File: src/rtl/line_follow_pkg.sv
// Shared types and constants for the line-follow motion sequencer.
package line_follow_pkg;

  localparam int SPEED_W = 8;

  typedef enum logic [2:0] {
    ST_IDLE   = 3'd0,
    ST_RAMP   = 3'd1,
    ST_FOLLOW = 3'd2,
    ST_SEARCH = 3'd3,
    ST_HALT   = 3'd4
  } state_t;

  typedef enum logic {
    DIR_LEFT  = 1'b0,
    DIR_RIGHT = 1'b1
  } dir_t;

  localparam logic [1:0] POS_NONE  = 2'b00;
  localparam logic [1:0] POS_LEFT  = 2'b01;
  localparam logic [1:0] POS_RIGHT = 2'b10;
  localparam logic [1:0] POS_BOTH  = 2'b11;

  function automatic logic [SPEED_W-1:0] min_speed(
    input logic [SPEED_W-1:0] a,
    input logic [SPEED_W-1:0] b
  );
    return (a < b) ? a : b;
  endfunction

endpackage

File: src/rtl/line_follow_sequencer_limiter.sv
// Soft-start speed limit: loadable, steps with saturation,
// and clamps both speed channels to the current limit.
module speed_ramp_limiter
  import line_follow_pkg::*;
#(
  parameter logic [SPEED_W-1:0] MAX_SPEED = 8'd50,
  parameter logic [SPEED_W-1:0] RAMP_STEP = 8'd5
) (
  input  logic               clk,
  input  logic               reset,
  input  logic               step,
  input  logic               load,
  input  logic [SPEED_W-1:0] load_val,
  input  logic [SPEED_W-1:0] cmd_left,
  input  logic [SPEED_W-1:0] cmd_right,
  output logic [SPEED_W-1:0] limit,
  output logic [SPEED_W-1:0] lim_left,
  output logic [SPEED_W-1:0] lim_right
);

  // one extra bit so the step can never wrap past the target
  logic [SPEED_W:0] sum;

  assign sum = {1'b0, limit} + {1'b0, RAMP_STEP};

  always_ff @(posedge clk or posedge reset) begin
    if (reset) begin
      limit <= '0;
    end else if (load) begin
      limit <= load_val;
    end else if (step) begin
      if (sum >= {1'b0, MAX_SPEED})
        limit <= MAX_SPEED;
      else
        limit <= sum[SPEED_W-1:0];
    end
  end

  assign lim_left  = min_speed(cmd_left, limit);
  assign lim_right = min_speed(cmd_right, limit);

endmodule

File: src/rtl/line_follow_sequencer.sv
// Motion sequencer: ramp, follow, search spin and halt
// control in front of the PWM stage.
module line_follow_sequencer
  import line_follow_pkg::*;
#(
  parameter logic [SPEED_W-1:0] MAX_SPEED    = 8'd50,
  parameter logic [SPEED_W-1:0] RAMP_STEP    = 8'd5,
  parameter logic [SPEED_W-1:0] SEARCH_SPEED = 8'd30,
  parameter logic [15:0]        LOST_TICKS   = 16'd20,
  parameter logic [15:0]        SEARCH_TICKS = 16'd500
) (
  input  logic               clk,
  input  logic               reset,
  input  logic               tick,
  input  logic               start,
  input  logic               stop_req,
  input  logic [1:0]         position,
  input  logic [SPEED_W-1:0] cmd_left,
  input  logic [SPEED_W-1:0] cmd_right,
  output logic [SPEED_W-1:0] motor_left,
  output logic [SPEED_W-1:0] motor_right,
  output logic [2:0]         state_o,
  output logic               lost_flag
);

  state_t             state, state_next;
  dir_t               last_dir, dir_next;
  logic [15:0]        lost_cnt, lost_next;
  logic [15:0]        search_cnt, search_next;
  logic               flag_next;
  logic               lim_load, lim_step;
  logic [SPEED_W-1:0] lim_val, limit;
  logic [SPEED_W-1:0] lim_left, lim_right;
  logic [SPEED_W-1:0] ml_next, mr_next;

  speed_ramp_limiter #(
    .MAX_SPEED(MAX_SPEED),
    .RAMP_STEP(RAMP_STEP)
  ) u_limiter (
    .clk      (clk),
    .reset    (reset),
    .step     (lim_step),
    .load     (lim_load),
    .load_val (lim_val),
    .cmd_left (cmd_left),
    .cmd_right(cmd_right),
    .limit    (limit),
    .lim_left (lim_left),
    .lim_right(lim_right)
  );

  always_ff @(posedge clk or posedge reset) begin
    if (reset) begin
      state       <= ST_IDLE;
      last_dir    <= DIR_LEFT;
      lost_cnt    <= '0;
      search_cnt  <= '0;
      lost_flag   <= 1'b0;
      motor_left  <= '0;
      motor_right <= '0;
    end else begin
      state       <= state_next;
      last_dir    <= dir_next;
      lost_cnt    <= lost_next;
      search_cnt  <= search_next;
      lost_flag   <= flag_next;
      motor_left  <= ml_next;
      motor_right <= mr_next;
    end
  end

  // motor drive follows the state the cycle was spent in
  always_comb begin
    ml_next = '0;
    mr_next = '0;
    case (state)
      ST_RAMP: begin
        ml_next = lim_left;
        mr_next = lim_right;
      end
      ST_FOLLOW: begin
        ml_next = cmd_left;
        mr_next = cmd_right;
      end
      ST_SEARCH: begin
        if (last_dir == DIR_LEFT)
          mr_next = SEARCH_SPEED;
        else
          ml_next = SEARCH_SPEED;
      end
      default: ;
    endcase
    if (stop_req) begin
      ml_next = '0;
      mr_next = '0;
    end
  end

  always_comb begin
    state_next  = state;
    dir_next    = last_dir;
    lost_next   = (state == ST_FOLLOW) ? lost_cnt : '0;
    search_next = search_cnt;
    flag_next   = lost_flag;
    lim_load    = 1'b0;
    lim_step    = 1'b0;
    lim_val     = '0;
    if (stop_req) begin
      state_next  = ST_IDLE;
      lim_load    = 1'b1;
      lost_next   = '0;
      search_next = '0;
    end else begin
      case (state)
        ST_IDLE, ST_HALT: begin
          if (start) begin
            state_next = ST_RAMP;
            lim_load   = 1'b1;
            flag_next  = 1'b0;
          end
        end
        ST_RAMP: begin
          lim_step = tick;
          if (limit == MAX_SPEED)
            state_next = ST_FOLLOW;
        end
        ST_FOLLOW: begin
          if (position == POS_LEFT)
            dir_next = DIR_LEFT;
          else if (position == POS_RIGHT)
            dir_next = DIR_RIGHT;
          if (position != POS_NONE) begin
            lost_next = '0;
          end else if (tick) begin
            lost_next = lost_cnt + 16'd1;
            if (lost_cnt + 16'd1 >= LOST_TICKS) begin
              state_next  = ST_SEARCH;
              search_next = '0;
              lost_next   = '0;
            end
          end
        end
        ST_SEARCH: begin
          // reacquire re-ramps from spin speed and beats timeout
          if (position != POS_NONE) begin
            state_next = ST_RAMP;
            lim_load   = 1'b1;
            lim_val    = SEARCH_SPEED;
          end else if (tick) begin
            search_next = search_cnt + 16'd1;
            if (search_cnt + 16'd1 >= SEARCH_TICKS) begin
              state_next = ST_HALT;
              flag_next  = 1'b1;
            end
          end
        end
        default: state_next = ST_IDLE;
      endcase
    end
  end

  assign state_o = state;

endmodule
File: config.mk
export PLATFORM = sky130hd
export DESIGN_NAME = line_follow_sequencer
export DESIGN_NICKNAME = d
export VERILOG_FILES = /design/src/rtl/line_follow_pkg.sv /design/src/rtl/line_follow_sequencer_limiter.sv /design/src/rtl/line_follow_sequencer.sv
export SDC_FILE = /design/constraint.sdc
export NUM_CORES = 1
export LEC_CHECK = 0
export ABC_AREA = 1
export CAP_MARGIN = 20
export CORE_MARGIN = 3
export CORE_UTILIZATION = 62
export DETAILED_ROUTE_END_ITERATION = 12
export PLACE_DENSITY = 0.95
export SLEW_MARGIN = 30
export SYNTH_ARGS = -nofsm -noshare
export SYNTH_HDL_FRONTEND = slang
export SYNTH_SLANG_ARGS = --single-unit
File: constraint.sdc
create_clock -name clk -period 5.9 [get_ports clk]
set_clock_uncertainty 0.15 [all_clocks]
set_input_delay 1.18 -clock clk [delete_from_list [all_inputs] [get_ports clk]]
set_output_delay 1.18 -clock clk [all_outputs]
set_load 0.02 [all_outputs]
==> results.md <==
- Fillers: 478
- Most frequent cells in the layout: 161 x nand2_1, 69 x nor2_1, 65 x inv_1, 61 x nand3_1, 61 x dfrtp_1
- Non-Filler Instances: just over 700
- Post-synthesis compound-gate area fraction: 9.299%
- Initial DRC Count: between 400 and 500
- Pre-CTS WS: 1900 ps
- Internal Pwr Total: approximately 780 uW
- Required time of the critical path: 6030 ps
- Sequential standard cell area: about 1500 sq um
- Initial Util: 65.67%
- Switching share of power: 36.74%
- Worst-path fanout max: 22
- DP HPWL: 7969 microns
- Final worst slack: 2159 ps
- Psw: 452.0 uW
- Max clock buf depth: 2
- Worst Max-Slew Pin Slew: around 840 ps
- WP data arrival: 3870 ps
- Synth Area in XOR/XNOR: 2.053%
- Post-synthesis mux area share: 0%
- Max cap viols: 0
- Synth warnings: 0
- Area of the multi-input gates: 2419 sq um
- Area grow syn2layout: 14.90%
- Unrepaired setup endpoints after global routing: false
- Worst-path clk slew: 70 ps
- Synth cell types: 36
- IO buf count: 42
- Initial antenna violation count: 0
- Vias in the first global route: approximately 4k
- Final net count: 687
- Comb pwr share: 33.8%
- Core box area: 6495 sq um
- Worst relative slew slack: ~44%
- Die X: 88.95 microns
- Row cnt: 29
- Largest net degree at the start of global routing: 62
- Vias/cell: 5.947
- Most common cell after layout, fill and taps aside: nand2_1
- Die height: 88.95 microns
- #FFs+latches synth: 61
- Placer congestion estimate: between 0.9 and 1
- Clock Power Share: 26.8%
- Share of layout cells above drive strength 1: 6.656%
- CP Launch Type: primary input
- Syn Inst Count: 600
- Initial DRT Pass Iterations: 6
- Critical path class: in -> reg
- F_max: 267.3 MHz
- Worst hold path type: reg -> reg
- Placed Cells: 709
- DRT Wirelength: 11020 microns
- Mean Syn Cell Area: 7.109 sq um
- Root Driver: clkbuf_8
- Setup TNS: 0 ps
- Post-route antenna net violation count: 0
- CTS Sinks: 61
- Status: completed
- GRT Util Overall: 29.60%
- Total design power: 1.230 mW
- Overflow after GRT: 0
- CTS-repair resized insts: 0
- Setup crit end kind: register
- Post-Synth Simple-Gate Area: 39.04%
- P_leak: 2.245 nW
- Seq/Total Area, Yosys: 35.79%
- Final setup viols: 0
- # diodes: 0
- Post-CTS Setup Inserts: 0
- Slew Limit Fails: 0
- Final period util: a little under two thirds
- Worst skew pair latency: 340 ps
- Final Hold Fails: 0
- First-pass GRT wire length: 18370 microns
- # H-tree levels: 3
- I/O pins: 43
- Total number of vias: 4300
- Area share of fa/ha/maj cells after synthesis: 6.160%
- Pwr per Cell Area: 251.0 nW/um^2
- Mapped Nets: 644
- Average wire per cell in the routed design: 15.24 microns
- Sequential Power Share: 39.4%
- Largest family of logic cells by synthesized area: simple AND/OR/NAND/NOR gates
- Post-Syn Area: 4265 sq um
- DRC viols: 0
- Max IR drop VDD: 0.1904 mV
- Tmin final: 3741 ps
- Cts hold-fix bufs: 0
- CTS tree: built
- Full die area: 7911 sq um
- CTS buffer count: 9
==> through the flow <==
stage               hold WS (ps)  instance area, sq um  util [%]
global route               348.5                  4901     75.46
global placement           307.8                  4730     72.82
finish                     323.7                  4901     75.46
detailed placement         315.7                  4736     72.91
CTS                        328.6                  4901     75.46
floorplan                  310.1                  4265         -
==> state kept, by name, summed over array words and instances (netlist names) <==
register	flops
last_dir	1
motor_right	8
search_cnt	16
lost_flag	1
state_o	3
u_limiter.limit	8
motor_left	8
lost_cnt	16
==> layout make-up <==
class                           instances  area share, %
Inverter                               67          5.131
Clock buffer                           12          3.166
Clock inverter                          2         0.2042
Timing Repair Buffer                   45          9.038
Multi-Input combinational cell        459          49.35
Sequential cell                        61          31.15
Tap cell                               77          1.966
==> cells in the mapped netlist <==
| cell | n | area, sq um |
|---|---|---|
| nand2_2 | 6 | 37.54 |
| o21a_1 | 3 | 22.52 |
| inv_1 | 66 | 247.7 |
| o21ai_0 | 11 | 55.05 |
| nand3_2 | 8 | 80.08 |
| a21o_1 | 1 | 7.510 |
| a31oi_1 | 1 | 6.260 |
| buf_6 | 3 | 33.78 |
| a2111oi_0 | 1 | 8.760 |
| dfrtp_1 | 61 | 1526 |
| a21boi_0 | 1 | 7.510 |
| nand4_1 | 16 | 100.1 |
| nand2_1 | 161 | 604.3 |
| o211ai_1 | 3 | 22.52 |
| nor3_1 | 5 | 25.02 |
| nand3_1 | 61 | 305.3 |
| o21ai_1 | 1 | 5.000 |
| nor3_2 | 1 | 10.01 |
| o31ai_1 | 1 | 7.510 |
| ha_1 | 21 | 262.8 |
| or2_2 | 1 | 6.260 |
| o31ai_2 | 1 | 12.51 |
| buf_1 | 3 | 11.26 |
| clkbuf_1 | 4 | 15.01 |
| nor2_2 | 2 | 12.51 |
| nor2_1 | 69 | 259.0 |
| a21oi_1 | 42 | 210.2 |
| nor4_1 | 1 | 6.260 |
| nand4_2 | 1 | 12.51 |
| o22ai_1 | 5 | 31.28 |
| nor2_4 | 5 | 56.30 |
| inv_2 | 1 | 3.750 |
| xor2_1 | 8 | 70.07 |
| nand3b_1 | 20 | 150.1 |
| xnor2_1 | 2 | 17.52 |
| buf_2 | 3 | 15.01 |
==> cells by family after synthesis <==
group	count (synthesis)
adder cells (fa/ha/maj)	21
flip-flops	61
AO/OA/AOI/OAI	71
XOR/XNOR	10
buffers and inverters	80
AND/OR/NAND/NOR	357
==> layer usage <==
layer  share of wire (%)  global-route usage [%]  vias to the layer above
li1                    -                       -                     2061
met1                  42                   40.62                     1979
met3                 7.9                   4.885                       37
met2                  47                   47.98                      223
met5                   0                       0                        -
met4                 2.4                   10.01                        0
==> worst paths after layout <==
check | from | to | slack (ps) | cells past startpoint
setup / recovery | stop_req | search_cnt[14] | 2160 | 8
hold / removal | lost_flag | lost_flag | 320 | 2
min in group asynchronous | reset | motor_right[4] | 1230 | 3
max in group asynchronous | reset | last_dir | 3860 | 3
setup reg to reg | lost_cnt[0] | search_cnt[14] | 2880 | 11
hold reg to reg | lost_flag | lost_flag | 320 | 2
==> power by group through the flow <==
stage	logic [mW]	registers (mW)	clock network, mW
after detailed placement	0.405	0.492	0
after global placement	0.390	0.489	0
final	0.416	0.485	0.329
after global routing	0.457	0.489	0.348
after CTS	0.410	0.485	0.332
after floorplan	0.238	0.521	0
==> worst max-delay path, cell delays in order <==
cell             delay (ps)
clkdlybuf4s50_1         840
inv_1                   350
nand2_1                  80
inv_1                   130
nand4_2                 550
nand2_2                 530
nand2_1                 100
nand2_1                  90
Note: power is estimated with default switching activity, not from simulation.
